===== config.mk =====
export PLATFORM = sky130hd
export DESIGN_NAME = pkt_dispatch
export DESIGN_NICKNAME = d
export VERILOG_FILES = /design/src/rtl/pkt_dispatch.sv
export SDC_FILE = /design/constraint.sdc
export NUM_CORES = 1
export LEC_CHECK = 0
export CORE_ASPECT_RATIO = 2
export CORE_MARGIN = 5
export CORE_UTILIZATION = 30
export DETAILED_ROUTE_END_ITERATION = 6
export GPL_TIMING_DRIVEN = 1
export PLACE_DENSITY_LB_ADDON = 0.05
export SLEW_MARGIN = 20
export SYNTH_ARGS = -nofsm -noshare
export SYNTH_HDL_FRONTEND = slang
export SYNTH_SLANG_ARGS = --single-unit
export TNS_END_PERCENT = 20

===== constraint.sdc =====
create_clock -name clk -period 1.4 [get_ports clk]
set_input_delay 0.28 -clock clk [delete_from_list [all_inputs] [get_ports clk]]
set_output_delay 0.28 -clock clk [all_outputs]
set_load 0.05 [all_outputs]

===== src/rtl/pkt_dispatch.sv =====
// Requests one packet at a time from the packet cache and re-times the returned words and end-of-packet flag to transmit.
// Optional statistics counters are built when PKT_DISPATCH_STAT_EN is defined.
module pkt_dispatch #(
  parameter int unsigned TIMEOUT = 1023
) (
  input  logic         clk,
  input  logic         rst_n,
  input  logic [7:0]   in_pkt_dispatch_ID,
  input  logic [4:0]   in_pkt_dispatch_ID_count,
  output logic [7:0]   out_pkt_dispatch_ID,
  output logic         out_pkt_dispatch_ID_wr,
  input  logic         in_pkt_dispatch_data_wr,
  input  logic [133:0] in_pkt_dispatch_data,
  input  logic         in_pkt_dispatch_valid_wr,
  input  logic         in_pkt_dispatch_valid,
  output logic         out_pkt_dispatch_data_wr,
  output logic [133:0] out_pkt_dispatch_data,
  output logic         out_pkt_dispatch_valid_wr,
  output logic         out_pkt_dispatch_valid,
  input  logic         in_pkt_dispatch_alf
`ifdef PKT_DISPATCH_STAT_EN
  ,
  output logic [31:0]  out_pkt_dispatch_pkt_cnt,
  output logic [31:0]  out_pkt_dispatch_err_cnt
`endif
);

  localparam int unsigned DATA_W = 134;
  localparam int unsigned ID_W   = 8;
  localparam int unsigned TMO_W  = 10;
  localparam logic [1:0]  HEAD   = 2'b01;
  localparam logic [1:0]  TAIL   = 2'b10;

  typedef enum logic [1:0] {
    IDLE     = 2'd0,
    WAIT_PKT = 2'd1,
    GAP      = 2'd2
  } state_t;

  state_t              state_q, state_d;
  logic [TMO_W-1:0]    tmo_q, tmo_d;
  logic                seen_word_q, seen_word_d;
  logic                seen_tail_q, seen_tail_d;
  logic                ferr_q, ferr_d;
  logic [ID_W-1:0]     id_q, id_d;
  logic                id_wr_q, id_wr_d;
  logic                data_wr_q, data_wr_d;
  logic [DATA_W-1:0]   data_q, data_d;
  logic                valid_wr_q, valid_wr_d;
  logic                valid_q, valid_d;
  logic [1:0]          word_type;

  assign word_type = in_pkt_dispatch_data[DATA_W-1 -: 2];

  // Request, frame check, forwarding and timeout
  always_comb begin
    state_d     = state_q;
    tmo_d       = tmo_q;
    seen_word_d = seen_word_q;
    seen_tail_d = seen_tail_q;
    ferr_d      = ferr_q;
    id_d        = id_q;
    id_wr_d     = 1'b0;
    data_wr_d   = 1'b0;
    data_d      = data_q;
    valid_wr_d  = 1'b0;
    valid_d     = 1'b0;
    case (state_q)
      IDLE: begin
        if ((in_pkt_dispatch_ID_count != 5'd0) && !in_pkt_dispatch_alf) begin
          id_d        = in_pkt_dispatch_ID;
          id_wr_d     = 1'b1;
          tmo_d       = '0;
          ferr_d      = 1'b0;
          seen_word_d = 1'b0;
          seen_tail_d = 1'b0;
          state_d     = WAIT_PKT;
        end
      end
      WAIT_PKT: begin
        if (in_pkt_dispatch_data_wr) begin
          data_wr_d = 1'b1;
          data_d    = in_pkt_dispatch_data;
          if (!seen_word_q) begin
            if (word_type != HEAD) ferr_d = 1'b1;
          end else if (word_type == HEAD) begin
            ferr_d = 1'b1;
          end
          if (seen_tail_q) ferr_d = 1'b1;
          if (word_type == TAIL) seen_tail_d = 1'b1;
          seen_word_d = 1'b1;
        end
        // A same-cycle word is already folded into ferr_d/seen_tail_d here
        if (in_pkt_dispatch_valid_wr) begin
          valid_wr_d = 1'b1;
          valid_d    = in_pkt_dispatch_valid & ~ferr_d & seen_tail_d;
          state_d    = GAP;
        end else if (tmo_q == TMO_W'(TIMEOUT - 1)) begin
          valid_wr_d = 1'b1;
          valid_d    = 1'b0;
          state_d    = GAP;
        end else begin
          tmo_d = tmo_q + TMO_W'(1);
        end
      end
      GAP:     state_d = IDLE;
      default: state_d = IDLE;
    endcase
  end

  always_ff @(posedge clk or negedge rst_n) begin
    if (!rst_n) begin
      state_q     <= IDLE;
      tmo_q       <= '0;
      seen_word_q <= 1'b0;
      seen_tail_q <= 1'b0;
      ferr_q      <= 1'b0;
      id_q        <= '0;
      id_wr_q     <= 1'b0;
      data_wr_q   <= 1'b0;
      data_q      <= '0;
      valid_wr_q  <= 1'b0;
      valid_q     <= 1'b0;
    end else begin
      state_q     <= state_d;
      tmo_q       <= tmo_d;
      seen_word_q <= seen_word_d;
      seen_tail_q <= seen_tail_d;
      ferr_q      <= ferr_d;
      id_q        <= id_d;
      id_wr_q     <= id_wr_d;
      data_wr_q   <= data_wr_d;
      data_q      <= data_d;
      valid_wr_q  <= valid_wr_d;
      valid_q     <= valid_d;
    end
  end

  assign out_pkt_dispatch_ID       = id_q;
  assign out_pkt_dispatch_ID_wr    = id_wr_q;
  assign out_pkt_dispatch_data_wr  = data_wr_q;
  assign out_pkt_dispatch_data     = data_q;
  assign out_pkt_dispatch_valid_wr = valid_wr_q;
  assign out_pkt_dispatch_valid    = valid_q;

`ifdef PKT_DISPATCH_STAT_EN
  logic [31:0] pkt_cnt_q, pkt_cnt_d;
  logic [31:0] err_cnt_q, err_cnt_d;

  // Counters advance on the same edge the end-of-packet strobe is issued
  always_comb begin
    pkt_cnt_d = pkt_cnt_q;
    err_cnt_d = err_cnt_q;
    if (valid_wr_d) begin
      if (valid_d) pkt_cnt_d = pkt_cnt_q + 32'd1;
      else         err_cnt_d = err_cnt_q + 32'd1;
    end
  end

  always_ff @(posedge clk or negedge rst_n) begin
    if (!rst_n) begin
      pkt_cnt_q <= '0;
      err_cnt_q <= '0;
    end else begin
      pkt_cnt_q <= pkt_cnt_d;
      err_cnt_q <= err_cnt_d;
    end
  end

  assign out_pkt_dispatch_pkt_cnt = pkt_cnt_q;
  assign out_pkt_dispatch_err_cnt = err_cnt_q;
`else
  // Statistics counters are not built in this configuration.
`endif

endmodule


Yosys cells after proc, flatten, opt, wreduce, memory -nomap -nowiden:

Cells that the tools add are included.

* add/sub/neg operators: 1
* multipliers: 0
* divide/modulo/power cells: 0
* $lt $le $gt $ge: 0
* eq/ne operators: 10
* shift-type cells: 0
* mux-type cells: 31
* bitwise gates (word level): 3
* reductions and logical operators: 11

Operators with widths (count)
* $mux 10: 3
* $mux 1: 20
* $pmux 10 s2: 1
* $add 10x1->10 const B: 1
* $eq 10x10->1 const B: 1
* $ne 2x2->1 const B: 4
* $reduce_and 2->1: 4
* $mux 2: 3
* $pmux 1 s2: 3
* $reduce_bool 5->1: 1
* $eq 2x1->1 const B: 2
* $pmux 2 s2: 1
* $reduce_and 4->1: 1
* $ne 3x3->1 const B: 1
* $reduce_and 3->1: 1
* $and 1x1->1: 2
* $eq 2x2->1 const B: 1
* $logic_not 2->1: 1
* $ne 2x1->1 const B: 1
* $reduce_bool 2->1: 1
* $logic_and 1x1->1: 1
* $logic_not 1->1: 1
* $not 1->1: 1

* register bits after elaboration: 161
* latch bits: 0
* RAM bits: 0
* bits in read-only memories: 0
* input bits: 153
* output and inout bits: 146
* logic and storage cells: 67
* memories: 0

Longest topological paths before layout:

Gate-level depths: netlist of run 1.

* depth in word-level cells: 11
* depth in mapped cells: 6
* mapped depth without buffers: 6

Worst setup path before layout of run 1:

Ideal clock, no wire load.

* kind: register to register
* from: register state_q[1]
* to: register data_q[34] (netlist: out_pkt_dispatch_data[34])
* setup time: 125 ps
* arrival time: 1437 ps
* required time: 1275 ps
* path slack: -162 ps
* cell stages (with the launch flop): 7
* clock period less this slack: 1562 ps
* path through: dfrtp_1 > nor2b_4 > nand2_2 > inv_2 > buf_2 > buf_4 > mux2_2

* cells in the longest elaborated chain, start to end: 2

RTL lines
* start, declared: line 40 `state_t state_q, state_d;`
* start signal, assigned: line 125 `state_q <= state_d;`
* $eq 2x1->1: line 68 `case (state_q)`
* $reduce_and 2->1 (no line)
* end signal, assigned: line 133 `data_q <= data_d;`
* end, declared: line 48 `logic [DATA_W-1:0] data_q, data_d;`

No other way between the ends.
A chain may end at the register's enable or synchronous reset.

Final worst setup path of run 1:

* from: register state_q[1]
* to: register tmo_q[8]

* cells in the longest elaborated chain, start to end: 3
* elaborated cells between the ends (all ways): 8

RTL lines
* $eq 2x1->1 or $logic_not 2->1 (tied branches): line 68
* $ne 2x2->1 (no line) or $reduce_bool 2->1 (tied branches)
* $reduce_and 4->1 (no line)
* end signal, assigned: line 126 `tmo_q <= tmo_d;`
* end, declared: line 41 `logic [TMO_W-1:0] tmo_q, tmo_d;`

Parallel ways exist; a longest one is shown, timed or not.

==> results of run 1 <==
layout make-up:
type	instances	area [sq um]
clock buffer	22	464
multi-input combinational	223	2520
fill	1559	7720
timing repair buffer	348	5170
clock inverter	10	86.3
inverter	4	32.5
tap	266	333
antenna	3	7.51
sequential	161	4030
critical path, cell delays in order (launching register included):
cell	delay, ns
dfrtp_2	0.44
buf_6	0.13
and4bb_2	0.31
o211ai_1	0.13
or3_1	0.35
a21oi_2	0.14
per-stage QoR:
| stage | std cells | setup slack (ns) | utilization | cell area (sq um) |
|---|---|---|---|---|
| after floorplan | 404 | -0.0815 | - | 6240 |
| after global placement | 983 | -0.501 | 0.550 | 11200 |
| after detailed placement | 983 | -0.516 | 0.550 | 11200 |
| after CTS | 1029 | -0.181 | 0.606 | 12400 |
| after global routing | 1037 | -0.209 | 0.621 | 12600 |
| final | 1037 | -0.160 | 0.621 | 12600 |
timing repair:
action	CTS	global route
hold buffers	1	0
resized for setup	100	47
buffers inserted	8	1
cloned	5	5
setup endpoints to repair	153	158
endpoints found under the hold margin	27	0
pin swaps	0	3
routing by layer:
| metal | track usage | vias up | routed length (um) |
|---|---|---|---|
| li1 | - | 2127 | - |
| met1 | 0.177 | 2381 | 7470 |
| met2 | 0.348 | 203 | 13200 |
| met3 | 0.0556 | 33 | 1180 |
| met4 | 0.0853 | 0 | 747 |
| met5 | 0 | - | 0 |
state kept, by name (all words and copies together) (netlist names), 2 cells and up:
register	cells
out_pkt_dispatch_data	134
out_pkt_dispatch_ID	8
tmo_q	10
state_q	2
kinds of logic after synthesis:
kind of cell | share of synthesized area
flip-flops | 0.650
multiplexers | 0.247
AND/OR/NAND/NOR | 0.0509
AO/OA/AOI/OAI | 0.0236
buffers and inverters | 0.0206
XOR/XNOR | 0.00424
adder cells (fa/ha/maj) | 0.00404
cells in the mapped netlist:
cell type and number:
nand4_2 1, dfrtp_1 161, o21ai_4 1, nand2_1 36, o21ai_1 1, or4_4 1, nand2_2 1, buf_6 2
inv_1 2, mux2_2 128, xor2_1 2, nor2_2 1, xnor2_1 1, inv_4 1, and3_1 1, inv_2 1
nor2_1 4, a21oi_1 2, o211ai_1 2, nand2b_1 1, buf_2 7, nor3_1 3, nor2b_1 1, o21a_1 3
nor2b_4 1, o2111ai_1 2, and4bb_2 1, o21ai_0 4, buf_4 7, nor3b_2 1, mux2_1 6, mux2i_1 2
and4b_1 1, nand3_1 3, nor4_1 1, o21ba_1 1, and2_1 2, or3_1 2, a31oi_1 2, ha_1 2
a21oi_2 2
placed cells by master, fill, tap and decap left out, types with 2 or more instances in the layout:
cell / synthesis / final
o211ai_1: 2 / 2
clkbuf_16: 0 / 21
mux2_4: 0 / 115
mux2_2: 128 / 19
dfrtp_1: 161 / 160
mux2i_1: 2 / 2
a21oi_2: 2 / 3
clkdlybuf4s50_1: 0 / 151
and2_1: 2 / 2
buf_6: 2 / 5
nand2_1: 36 / 35
clkinv_2: 0 / 5
clkinvlp_4: 0 / 3
a31oi_1: 2 / 2
buf_12: 0 / 155
diode_2: 0 / 3
buf_16: 0 / 7
clkbuf_8: 0 / 2
buf_4: 7 / 24
o21a_1: 3 / 3
nor2_1: 4 / 4
inv_1: 2 / 2
clkbuf_1: 0 / 3
o21ai_1: 1 / 4
xor2_1: 2 / 2
nand3_1: 3 / 3
power by group:
part           internal, mW  switching (mW)  leakage (nW)
combinational          11.6            10.5          3.51
clock                  2.52            1.87         0.266
sequential             6.85            2.40          1.92
worst max-delay path by stage:
stage | from | endpoint | slack [ns] | cells past startpoint
after floorplan | state_q[1] | out_pkt_dispatch_data[34] | -0.08 | 6
after global placement | in_pkt_dispatch_ID_count[0] | out_pkt_dispatch_ID[3] | -0.50 | 7
after detailed placement | in_pkt_dispatch_ID_count[0] | out_pkt_dispatch_ID[0] | -0.52 | 7
after CTS | state_q[1] | tmo_q[8] | -0.18 | 5
after global routing | state_q[1] | ferr_q | -0.21 | 8
final | state_q[1] | tmo_q[8] | -0.16 | 5
==> flow_summary.json, run 1 <==
{
  "outcome": "finished with violations",
  "violations": "negative setup slack",
  "grt_max_degree": 45,
  "io-pin-count": 299,
  "setup_slack_ns": -0.160,
  "hp-class": "in -> async",
  "avgViaCountPerCell": 4.57,
  "drive_gt1_frac": 0.495,
  "finClkSkew_ns": 0.00813,
  "grt_usage": 0.183,
  "rsz0062_at_grt": "true",
  "clk_latency_ns": 0.43,
  "fin_crit_sh": 1.11,
  "synthDistinctLibCells": 41,
  "drc": 0,
  "hold_viol": 0,
  "max-cap-violations": 0,
  "cp-start-kind": "flop",
  "hold-worst-slack_ns": 0.314,
  "syn_nets": 559,
  "place_hpwl_um": 16300,
  "crit_type": "reg -> reg",
  "synth_seq_cells": 161,
  "drt_first_pass_iters": 4,
  "crit_fanout": 3,
  "root_buffer": "clkbuf_16",
  "antenna_found_initial": 3,
  "ant_nets": 0,
  "synthCells": 404,
  "r2r_end": "tmo_q[8]",
  "num_rows": 74,
  "cts_tree": "done",
  "cts.sinks": 161,
  "dr.first_iter.drc_count": 96,
  "area_delta_synth_final_pct": 104,
  "p_leak_nw": 5.70,
  "period_needed_ns": 1.56,
  "r2r_slack_ns": -0.16,
  "reg2reg_depth": 5,
  "timing.rr.start": "state_q[1]",
  "clockBufferDepth": 2,
  "max_freq_ghz": 0.641,
  "routabilityCongestion": 0.835,
  "worst_pin_slew_ns": 0.394,
  "grt_pass1_wl_um": 32500,
  "htreeDepth": 4,
  "nets": 910,
  "start_util": 0.304,
  "fp.dieH_um": 213,
  "ir_drop_v": 0.00157,
  "tns_ns": -12.43,
  "grt_overflow": 0,
  "avgSynthCellArea_sq_um": 15.3,
  "crit_path_end_kind": "flop",
  "ys_warn_count": 0,
  "grt_pass1_vias": 5200,
  "clk_pin_slew_ns": 0.06,
  "yosysTopAreaCellShare": 0.650,
  "maxSlewHeadroom": 0.737,
  "die_w_um": 112,
  "floorplan.die_area_sq_um": 23800,
  "arrival_ns": 1.92,
  "powerDensity_nw_per_um2": 2820,
  "numCtsBuffers": 17,
  "p_total_mw": 35.7,
  "portBuffers": 298,
  "yosysTopAreaCell": "dfrtp_1",
  "wl_per_cell_um": 21.8,
  "netlist_area_sq_um": 6200,
  "dr_total_vias": 4744,
  "synth.top_cells.by_area": "dfrtp_1, mux2_2, nand2_1",
  "synth_seq_area_share": 0.650,
  "routed_wirelength_um": 22600,
  "critical_path_required_ns": 1.76,
  "finalSetupViolCount": 150,
  "core_area_sq_um": 20400,
  "drv_slew": 0
}
Power figures use the tool's default switching activity.
==> inputs of run 2 (changes only) <==
PLACE_DENSITY = 0.68   (was default)
PLACE_DENSITY_LB_ADDON = default   (was 0.05)
SKIP_LAST_GASP = 1   (was default)
==> run 2 against run 1 <==
The run still ends with negative setup slack left. Combinational power decreased by 5%. Count of clock-buffer cells in the layout decreased by 4. Largest cell class unchanged. Non-clock buffer count increased by 2. Clock skew increased by 0.0015 ns. Largest power group unchanged. Wire length decreased by 7.2%.
==> flow_summary.json, run 2 (synthesis results as in run 1) <==
{
  "drv_slew": 0,
  "hold-worst-slack_ns": 0.309,
  "clockBufferDepth": 2,
  "core_area_sq_um": 20400,
  "io-pin-count": 299,
  "power.share.combinational": 0.603,
  "finalSetupViolCount": 154,
  "crit_type": "in -> reg",
  "drive_gt1_frac": 0.487,
  "avgViaCountPerCell": 4.55,
  "hp-class": "in -> async",
  "critical_path_required_ns": 1.76,
  "clk_pin_slew_ns": 0.07,
  "cts.sinks": 161,
  "largest_register_ffs": 134,
  "root_buffer": "clkbuf_16",
  "switching_share": 0.419,
  "outcome": "finished with violations",
  "setup_slack_ns": -0.188,
  "fill_cells": 1521,
  "floorplan.die_area_sq_um": 23800,
  "area_delta_synth_final_pct": 98.7,
  "cts_tree": "done",
  "antenna_found_initial": 1,
  "grt_usage": 0.175,
  "drc": 0,
  "fin_crit_sh": 1.13,
  "portBuffers": 298,
  "hold_viol": 0,
  "drt_first_pass_iters": 4,
  "cp-start-kind": "primary input",
  "fp.dieH_um": 213,
  "layout_common_cells": "dfrtp_1, buf_12, clkdlybuf4s50_1",
  "place_hpwl_um": 15600,
  "crit_path_end_kind": "flop",
  "clk_latency_ns": 0.43,
  "seqPwrFrac": 0.265,
  "rsz0062_at_grt": "true",
  "powerDensity_nw_per_um2": 2840,
  "power.switching_mw": 14.6,
  "dr_total_vias": 4719,
  "die_w_um": 112,
  "routabilityCongestion": 0.810,
  "htreeDepth": 4,
  "violations": "negative setup slack",
  "worst_pin_slew_ns": 0.342,
  "p_leak_nw": 5.38,
  "grt_pass1_wl_um": 31700,
  "final_common_cell": "dfrtp_1",
  "dpl_cell_area_sq_um": 11200,
  "period_needed_ns": 1.59,
  "maxSlewHeadroom": 0.772,
  "clockPowerShare": 0.133,
  "dr.first_iter.drc_count": 101,
  "p_int_mw": 20.3,
  "max_freq_ghz": 0.630,
  "grt_max_degree": 54,
  "start_util": 0.304,
  "wl_per_cell_um": 20.3,
  "arrival_ns": 1.95,
  "grt_overflow": 0,
  "p_total_mw": 35.0,
  "nets": 912,
  "max-cap-violations": 0,
  "place_ws_ns": -0.592,
  "routed_wirelength_um": 21000,
  "ant_nets": 0,
  "ir_drop_v": 0.00154,
  "grt_pass1_vias": 5405,
  "numCtsBuffers": 17,
  "finClkSkew_ns": 0.00963,
  "stdcell_area_sq_um": 12300,
  "num_rows": 74,
  "crit_fanout": 6
}
run 2: worst paths after layout:
kind / start / endpoint / slack [ns] / depth (start not counted)
min: rst_n / out_pkt_dispatch_data[34] / 0.31 / 2
max reg2reg: state_q[1] / ferr_q / -0.17 / 7
min in group clk: in_pkt_dispatch_ID[6] / out_pkt_dispatch_ID[6] / 0.38 / 3
max in group asynchronous: rst_n / out_pkt_dispatch_data[15] / 0.49 / 3
min reg2reg: ferr_q / out_pkt_dispatch_valid / 0.49 / 1
max: in_pkt_dispatch_ID_count[4] / ferr_q / -0.19 / 6
run 2: critical path: stages:
cell	delay [ns]
clkdlybuf4s50_1	0.39
or4_4	0.54
o21ai_4	0.28
buf_4	0.18
a21oi_1	0.06
o21ba_1	0.21
run 2: metrics by stage:
step,TNS (ns),std cells,utilization
2_1_floorplan,-6.97,404,-
3_3_place_gp,-54.81,985,0.549
3_5_place_dp,-59.11,985,0.549
4_1_cts,-17.57,1026,0.589
5_1_grt,-26.02,1037,0.605
6_report,-15.62,1037,0.605
run 2: cell type report:
| cell class | count | area (sq um) | share of cell area |
|---|---|---|---|
| Antenna cell | 1 | 2.50 | 0.000203 |
| Clock buffer | 18 | 429 | 0.0348 |
| Clock inverter | 14 | 156 | 0.0127 |
| Inverter | 4 | 32.5 | 0.00264 |
| Multi-Input combinational cell | 223 | 2180 | 0.177 |
| Sequential cell | 161 | 4030 | 0.327 |
| Tap cell | 266 | 333 | 0.0270 |
| Timing Repair Buffer | 350 | 5150 | 0.418 |
run 2: power by group through the flow:
stage	Clock (mW)	Combinational [mW]	Sequential (mW)
finish	4.63	21.1	9.25
global route	4.97	21.7	9.55
CTS	4.76	20.7	9.28
detailed placement	0	20.4	9.35
global placement	0	20.2	9.16
floorplan	0	2.55	15.4
run 2: repair_timing:
item,4_1_cts,5_1_grt
setup endpoints to repair,153,156
setup buffers,4,5
endpoints found under the hold margin,25,0
gates cloned,4,5
pin swaps,0,4
resized for setup,15,36
hold buffers,1,0
run 2: per-layer routing:
layer	vias to the layer above	GRT usage	routed length (um)
met5	-	0	0
met4	0	0.0953	825
met3	46	0.0610	1340
met2	219	0.327	12200
met1	2329	0.165	6660
li1	2125	-	-
==> patch: new RTL, flow settings as in run 2 <==
Change the parameter `TIMEOUT` from 1023 to 512.
--- a/src/rtl/pkt_dispatch.sv
+++ b/src/rtl/pkt_dispatch.sv
@@ -2,5 +2,5 @@
 // Optional statistics counters are built when PKT_DISPATCH_STAT_EN is defined.
 module pkt_dispatch #(
-  parameter int unsigned TIMEOUT = 1023
+  parameter int unsigned TIMEOUT = 512
 ) (
   input  logic         clk,
Check against the original RTL: same outputs for any inputs over 4 cycles, from zero or initial values and one cycle with rst_n low; that may be too few to reach the edited logic, so the function may still have changed.
==> patch against run 2 <==
  * The run still ends with setup timing left
  * Fmax fell by 5.0%
  * Routed wire length is 0.80% lower
  * Area after synthesis hardly changed
  * Sequential cell count did not move
  * Worst setup slack got worse by 0.083 ns
  * Design area is 0.90% lower
  * Power rose by 0.33%
  * Global-route usage grew 0.058 points
  * Largest cell class unchanged
==> patch: results (changes against run 2) <==
Run status
  – Status: finished, violations left
  – Failing checks: setup timing

Yosys
  – Post-synth ARST share: 100.0% (unchanged)
  – Count of different cell masters after synthesis: 36 (-12%)
  – XOR/XNOR share of the synthesized area: 0.2828% (-0.14 points)
  – Post-synthesis mux area share: 25.99% (+1.3 points)
  – Area contributors post-synth: dfrtp_1 (65%), mux2_2 (26%), buf_4 (0.97%), nand2_1 (0.67%), a211o_2 (0.65%)
  – Synth Area in Adders: 0.2020% (-0.20 points)
  – Post-Synthesis Cells: 389 (-3.7%)
  – Register area share after synthesis: 65.04% (about the same)
  – Compound-Gate Fraction of Synth Area: 2.545% (+0.18 points)
  – Most instantiated cells after synthesis: dfrtp_1 (161), mux2_2 (143), nand2_1 (11)
  – Syn nets: 543 (-2.9%)

Critical path
  – Startpoint Class: register
  – Crit path max fanout: 10 (+4)
  – Slowest-stage cell, CP: dfrtp_1
  – Crit path largest cell delay: 0.39 ns (-0.15 ns)
  – Worst R2R Start: tmo_q[1]

GRT
  – First-pass GRT wire length: 31550 um (-0.48%)
  – Largest net degree at the start of global routing: 40 (-26%)
  – Antenna violations before repair: 2 (+1)
  – Vias in the first global route: 5375 (-0.56%)
  – Gr usage total: 17.58% (+0.058 points)

Routing
  – DRT Pass-1 Iters: 6 (+2)
  – DRT iter0 DRCs: 106 (+5.0%)
  – DR vias/cell: 4.590 (+0.87%)
  – Routed WL: 20840 um (-0.80%)

Place
  – Placed Area: 11310 um^2 (+1.1%)
  – Final Wtd Congestion: 0.7907 (-2.4%)
  – Dpl hpwl: 15970 um (+2.1%)
  – Cells after DPL: 972 (-1.3%)
  – DP Worst Slack: -0.6799 ns (-0.08790 ns)

CTS
  – Clk buf depth: 2 (unchanged)
  – Worst-path clk slew: 0.06 ns
  – Clock Tree Root: clkbuf_16

Cells and area
  – Non-Filler Instances: 1018 (-1.8%)
  – FILL cells: 1542 (+1.4%)
  – Share of post-route cells with drive strength above 1: 51.47% (+2.8 points)
  – Nets: 892 (-2.2%)

Timing
  – Final hold slack: 0.3212 ns (+0.01197 ns)
  – Clk_skew: 0.008424 ns (-0.001203 ns)
  – Slew @ Worst Pin: 0.3434 ns (+0.001855 ns)
  – Final setup vio count: 155 (+0.65%)
  – Final setup TNS: -26.16 ns (-10.54 ns)
  – Setup ws final: -0.2712 ns (-0.08333 ns)

Power
  – Net Switching: 14430 uW (-1.5%)
  – Total Power: 35070 uW (+0.33%)
  – Combinational share of power: 59.7% (-0.6 points)
  – Seq pwr: 9250 uW (about the same)
  – Pleak: 0.005331 uW (-0.87%)
  – Worst vdd ir: 1.219 mV (-21%)
## patch: changes by cell type after synthesis, sizes merged, moves of 4 or more
cell	before	now
mux2	134	143
and3	1	6
a211o	0	4
nand2	37	11
## patch: what timing repair did
action	in CTS	in global routing
setup buffers	3	2
gates cloned	3	4
hold buffers	1	0
setup endpoints to repair	154	158
gates resized for setup	9	6
pin swaps	1	0
hold endpoints to repair	28	0
## patch: final cells by class
| class | instances | area (um^2) | share of cell area [%] |
|---|---|---|---|
| clock buffer | 21 | 460.4 | 3.772 |
| antenna | 2 | 5.005 | 0.04100 |
| multi-input combinational | 207 | 2153 | 17.64 |
| inverter | 3 | 23.77 | 0.1948 |
| timing repair buffer | 347 | 5026 | 41.18 |
| sequential | 161 | 4029 | 33.01 |
| timing repair inverter | 1 | 16.27 | 0.1333 |
| clock inverter | 10 | 158.9 | 1.302 |
| tap | 266 | 332.8 | 2.727 |
## patch: worst paths after layout
path / to / cells past startpoint
max: tmo_q[5] / 6
min: out_pkt_dispatch_data[74] / 2
max reg2reg: tmo_q[5] / 6
min reg2reg: out_pkt_dispatch_valid / 1
max in group asynchronous: out_pkt_dispatch_data[114] / 3
min in group clk: out_pkt_dispatch_valid / 3
## patch: logic make-up after synthesis
family | after synthesis
AO/OA/AOI/OAI | 19
flip-flops | 161
multiplexers | 143
buffers and inverters | 21
AND/OR/NAND/NOR | 42
XOR/XNOR | 2
adder cells (fa/ha/maj) | 1
## patch: worst max-delay path, delay by kind of cell (launching register included)
kind            cells  cell delay, ns
simple gates        2            0.32
compound gates      2            0.52
flops               1            0.39
buf+inv             1            0.14
fa+ha+maj           1            0.19
## patch: layer usage
layer  up-vias  share of wire (%)  track usage (%)
met1      2330                 32            16.33
li1       2090                  -                -
met2       212                 59            33.79
met3        41                5.4            4.793
met5         -                  0                0
met4         0                4.3            10.25
